**src/rtl/fifo_param.sv**
```systemverilog
// Parametrised synchronous FIFO with occupancy count, thresholds and sticky error flags.
// Define FIFO_FWFT_EN for first-word-fall-through output; default is registered-read Dout.
module fifo_param #(
    parameter int WIDTH  = 32,
    parameter int DEPTH  = 16,
    parameter int AF_LVL = 14,
    parameter int AE_LVL = 2
) (
    input  logic                       clk,
    input  logic                       rst,
    input  logic [WIDTH-1:0]           Din,
    input  logic                       push,
    input  logic                       pop,
    input  logic                       clr_err,
    output logic [WIDTH-1:0]           Dout,
    output logic                       full,
    output logic                       pndng,
    output logic [$clog2(DEPTH+1)-1:0] count,
    output logic                       almost_full,
    output logic                       almost_empty,
    output logic                       overflow,
    output logic                       underflow
);
    localparam int CW = $clog2(DEPTH+1);
    localparam int PW = $clog2(DEPTH);

    logic [WIDTH-1:0] mem_q [DEPTH];
    logic [PW-1:0]    wr_ptr_q, wr_ptr_d, rd_ptr_q, rd_ptr_d;
    logic [CW-1:0]    count_q, count_d;
    logic             ovf_q, ovf_d, unf_q, unf_d;
    logic             push_ok, pop_ok;

    // Explicit wrap so non-power-of-two depths never address past the last entry
    function automatic logic [PW-1:0] ptr_inc(input logic [PW-1:0] p);
        return (p == PW'(DEPTH-1)) ? '0 : p + 1'b1;
    endfunction

    always_comb begin
        pop_ok   = pop && (count_q != '0);
        push_ok  = push && ((count_q != CW'(DEPTH)) || pop_ok);
        wr_ptr_d = push_ok ? ptr_inc(wr_ptr_q) : wr_ptr_q;
        rd_ptr_d = pop_ok  ? ptr_inc(rd_ptr_q) : rd_ptr_q;
        count_d  = count_q;
        case ({push_ok, pop_ok})
            2'b10:   count_d = count_q + 1'b1;
            2'b01:   count_d = count_q - 1'b1;
            default: count_d = count_q;
        endcase
        // A new error in the same cycle as clr_err leaves the flag set
        ovf_d = (ovf_q && !clr_err) || (push && !push_ok);
        unf_d = (unf_q && !clr_err) || (pop && (count_q == '0));
    end

    always_ff @(posedge clk) begin
        if (rst) begin
            wr_ptr_q <= '0;
            rd_ptr_q <= '0;
            count_q  <= '0;
            ovf_q    <= 1'b0;
            unf_q    <= 1'b0;
        end else begin
            wr_ptr_q <= wr_ptr_d;
            rd_ptr_q <= rd_ptr_d;
            count_q  <= count_d;
            ovf_q    <= ovf_d;
            unf_q    <= unf_d;
        end
    end

    // Storage is not reset; only the pointers define validity
    always_ff @(posedge clk) begin
        if (!rst && push_ok)
            mem_q[wr_ptr_q] <= Din;
    end

`ifdef FIFO_FWFT_EN
    assign Dout = (count_q != '0) ? mem_q[rd_ptr_q] : '0;
`else
    logic [WIDTH-1:0] dout_q, dout_d;

    always_comb begin
        dout_d = pop_ok ? mem_q[rd_ptr_q] : dout_q;
    end

    always_ff @(posedge clk) begin
        if (rst) dout_q <= '0;
        else     dout_q <= dout_d;
    end

    assign Dout = dout_q;
`endif

    assign count        = count_q;
    assign full         = (count_q == CW'(DEPTH));
    assign pndng        = (count_q != '0);
    assign almost_full  = (count_q >= CW'(AF_LVL));
    assign almost_empty = (count_q <= CW'(AE_LVL));
    assign overflow     = ovf_q;
    assign underflow    = unf_q;
endmodule

```
**config.mk**
```make
export PLATFORM = sky130hd
export DESIGN_NAME = fifo_param
export DESIGN_NICKNAME = d
export VERILOG_FILES = /design/src/rtl/fifo_param.sv
export SDC_FILE = /design/constraint.sdc
export NUM_CORES = 1
export LEC_CHECK = 0
export BUFFER_PORTS_ARGS = -buffer_cell sky130_fd_sc_hd__buf_2
export CAP_MARGIN = 20
export CORE_MARGIN = 3
export CORE_UTILIZATION = 50
export DETAILED_ROUTE_END_ITERATION = 12
export PLACE_DENSITY = 0.73
export SYNTH_ARGS = -nofsm -noshare
export SYNTH_HDL_FRONTEND = slang
export SYNTH_SLANG_ARGS = --single-unit
```
**constraint.sdc**
```tcl
create_clock -name clk -period 8.1 [get_ports clk]
set_input_delay 0.81 -clock clk [delete_from_list [all_inputs] [get_ports clk]]
set_output_delay 0.81 -clock clk [all_outputs]
set_load 0.005 [all_outputs]
```
# Yosys cells after proc, flatten, opt, wreduce, memory -nomap -nowiden
# Memory sizes are Yosys's and may differ from the RTL's. A register that Yosys moved wholly into a read port is not among the register bits.
# Index checks and enable logic that the tools add are counted.
# totals
input_bits	37
ff_bits	15
out_inout_bits	43
n_memories	1
elab_cells	39
mem_bits_rw	512
# memory_table
name	words	word_bits	read_ports	rd_clocked_by_memory_dff	write_ports	line_no	rtl
mem_q	16	32	1	1	1	27	logic [WIDTH-1:0] mem_q [DEPTH];
# classes
n_reduce_logical	16
muxes	5
n_lt_le_gt_ge	2
n_addsub	4
eq_ne	6
# ops
op	count
$pmux W5 S2	1
$add A4 B1 Y4 const B	2
$eq A4 B4 Y1 const B	2
$mux W4	2
$logic_and A1 B1 Y1	7
$add A5 B1 Y5 const B	1
$eq A5 B5 Y1 const B	1
$ge A5 B4 Y1 const B	1
$le A5 B2 Y1 const B	1
$logic_not A5 Y1	1
$ne A5 B5 Y1 const B	1
$reduce_bool A5 Y1	1
$sub A5 B1 Y5 const B	1
$logic_not A1 Y1	3
$logic_or A1 B1 Y1	3
$eq A2 B1 Y1 const B	1
$eq A2 B2 Y1 const B	1
$mux W1	2
$reduce_bool A2 Y1	1

# Logic depth before layout (Yosys ltp)
# depth
word_depth	7
depth_mapped	9
ltp_nobuf	9

# Worst setup path before layout
# No wires, ideal clock.
# synth_path
kind	input-to-reg
startpoint	input pop
endpoint	memory mem_q[3][0] (enable)
arrival_ns	3.865
slack_ns	3.774
path_buffers	1
required_ns	7.639
setup_ns	0.461
stages	5
cell_sequence	clkbuf_2 nor2b_1 a211oi_1 nand2_1 nor3_1
# synth_between
elab_chain_cells	6
# synth_rtl
item	line_no	rtl
start, declared	13	input logic pop,
$logic_and A1 B1 Y1	39	pop_ok = pop && (count_q != '0);
$logic_or A1 B1 Y1	40	push_ok = push && ((count_q != CW'(DEPTH)) || pop_ok);
$logic_and A1 B1 Y1	40	
$logic_and A1 B1 Y1	72	if (!rst && push_ok)
$mux W1	72	
$mux W1 (implied by the code)	73	mem_q[wr_ptr_q] <= Din;
end, declared	27	
# Every way passes these cells.

==> impl_results.md <==
* Status: finished, final reports clean
* Min-delay src: underflow
* Root Driver: clkbuf_16
* Post-DP Area at 22470 um^2
* Crit path largest cell delay at 0.92 ns
* Final setup fails at 0
* Worst-Skew Late Latency at 0.58 ns
* Placed cell count at 1569
* Slowest CP cell: dfxtp_4
* Final Wtd Congestion at 0.7445
* Critical-path cell list: buf_4 > mux4_2 > mux2_2 > a221o_1
* Post-route cell area at 24530 um^2
* Pins Over Slew Limit at 0
* Clock Skews at 0.01543 ns
* Critical path class: reg2reg
* IO Pins at 80
* Worst hold stages at 2
* Synthesized area per cell at 21.58 um^2
* First-pass GRT wire length at 62200 um
* Initial antenna violation count at 0
* Nets at 1143
* Worst Hold Endpoint: underflow
* Initial core utilization at 0.5072
* Most common cell after layout, fill and taps aside: edfxtp_1
* Area Overhead vs Synth at 15.04%
* Worst Path Arrival at 3.58 ns
* Min Hold Slack at 0.4630 ns
* Async S/R FF share, synth at 0
* Clk buf depth at 3
* Crit. End Element: flop
* R2R setup slack at 4.98 ns
* Most frequent cells in the layout: 512 x edfxtp_1, 128 x mux4_2, 79 x buf_2, 58 x clkbuf_16, 46 x nor2_1
* Req. time, crit path at 8.56 ns
* EDFF count, synth at 512
* Clock transition at path regs at 0.06 ns
* Post-CTS setup buffers at 0
* Main synth FF type: edfxtp_1
* Die Area at 45160 um^2
* Drt total wl at 40640 um
* RSZ-0062 raised after global routing: no
* VDD IR max at 0.1647 mV
* Synth warn at 0
* Die Y-Extent at 212.5 um
* Pre-Repair DR Iteration Count at 5
* Depth of the worst register-to-register path at 4
* Worst r2r dst: Dout[3]
* Final Hold Fails at 0
* Vias in the first global route at 10250
* Final min period at 3.120 ns
* Die X at 212.5 um
* Worst-margin pin slew at 1.086 ns
* Max-slew headroom at 0.2758
* H-tree levels at 2
* Total track usage at 0.1815
* Antenna-violating nets left at 0
* Post-CTS Hold Fix Bufs at 0
* Port bufs at 79
* Grt total ovfl at 0
* Remaining DRCs at 0
* Worst reg2reg startpoint: rd_ptr_q[2]
* Syn_nets at 1034
* FP Rows at 75
* Gate Count Post-Synth at 988
* CORE AREA at 42040 um^2
* Tightest Hold Check Type: reg2reg
* Worst path top cell family by delay: flip-flops
* Buffer and inverter count on the worst path at 1
* Num CTS Buffers at 56
* Mean routed wirelength per cell at 24.13 um
* Register area share after synthesis at 0.7651
* Max-cap violations at 0
* Clk sinks at 559
* Startpoint Class: flop
* # fillers at 2995
* CTS tree: done
* CP max FO at 72
* Tcrit/Tclk final at 0.3851
* Largest net degree at the start of global routing at 73
* Final Non-Filler Cells at 1684
* Synth cell types at 44
* Ratio of cells with drive above 1 in the final layout at 0.3284
* LEAKAGE at 7.763 nW
* Fmax at 320.6 MHz
* Worst slack, placed at 4.570 ns
* Vias per cell at 5.900
* Post-CTS sizing at 0
* Setup TNS at 0 ns
* Vias at 9936
* Flops & latches, synth at 559
* Initial drt markers at 916
* Mapped Area at 21320 um^2
* DP Wirelength at 22000 um
* Setup ws final at 4.980 ns
* # diodes at 0
* Power per cell area at 285.0 nW/um^2
cell families after synthesis:
| group | share of synthesized area |
|---|---|
| AO/OA/AOI/OAI | 0.02412 |
| XOR/XNOR | 0.0008216 |
| adder cells (fa/ha/maj) | 0.005633 |
| buffers and inverters | 0.01291 |
| flip-flops | 0.7651 |
| multiplexers | 0.1710 |
| AND/OR/NAND/NOR | 0.02036 |
area by class of cell:
cell class                      count  area (um^2)  area share
Sequential cell                   559        16330      0.6655
Multi-Input combinational cell    366         4862      0.1982
Clock buffer                       82         1612     0.06569
Timing Repair Buffer              104        785.8     0.03203
Tap cell                          539        674.4     0.02749
Clock inverter                     24        234.0    0.009537
Inverter                           10        37.54    0.001530
synth_stat cells (all sizes together) (3+ instances only):
library cell | number | area (um^2)
nand2 | 15 | 56.30
mux4 | 128 | 2883
dfxtp | 47 | 940.9
buf | 29 | 146.4
nand2b | 4 | 25.02
mux2i | 37 | 370.4
edfxtp | 512 | 15370
ha | 8 | 100.1
nor2 | 59 | 224.0
mux2 | 35 | 394.1
a221o | 32 | 320.3
a21oi | 8 | 40.04
nor3 | 7 | 35.03
clkbuf | 24 | 91.33
inv | 10 | 37.54
a41oi | 3 | 26.28
flip-flops by register name (all words and copies together) (netlist names):
signal and flops:
overflow 1, Dout 32, mem_q 512, wr_ptr_q 4, count 5, underflow 1
rd_ptr_q 4
where the power goes:
| group | leakage, nW | switching, mW | internal (mW) |
|---|---|---|---|
| sequential | 5.00 | 0.132 | 3.24 |
| combinational | 1.87 | 0.487 | 0.578 |
| clock | 0.890 | 1.05 | 1.51 |
metal layers:
| layer | GRT usage | wire [um] |
|---|---|---|
| met4 | 0.04152 | 567 |
| met5 | 0 | 0 |
| met2 | 0.2961 | 20140 |
| met3 | 0.03512 | 2227 |
| met1 | 0.2591 | 17700 |
through the flow:
stage            util  power, mW
6_report       0.5835      6.992
5_1_grt        0.5835      7.280
4_1_cts        0.5784      7.055
3_5_place_dp   0.5345      4.511
3_3_place_gp   0.5332      4.494
2_1_floorplan       -      4.199
worst register-to-register path: cells and delay by family (launching register included):
| family | cells | cell delay (ns) |
|---|---|---|
| AO/OA/AOI/OAI | 1 | 0.33 |
| multiplexers | 2 | 0.82 |
| buffers and inverters | 1 | 0.96 |
| flip-flops | 1 | 0.92 |
how the worst max path moves through the flow:
stage,to,startpoint,depth (start not counted)
final,Dout[3],rd_ptr_q[2],4
after global routing,Dout[2],rd_ptr_q[2],4
after CTS,Dout[3],rd_ptr_q[2],4
after detailed placement,mem_q[9][28],pop,5
after global placement,mem_q[7][28],pop,5
after floorplan,mem_q[3][0],pop,5
Note: power is estimated with default switching activity, not from simulation.
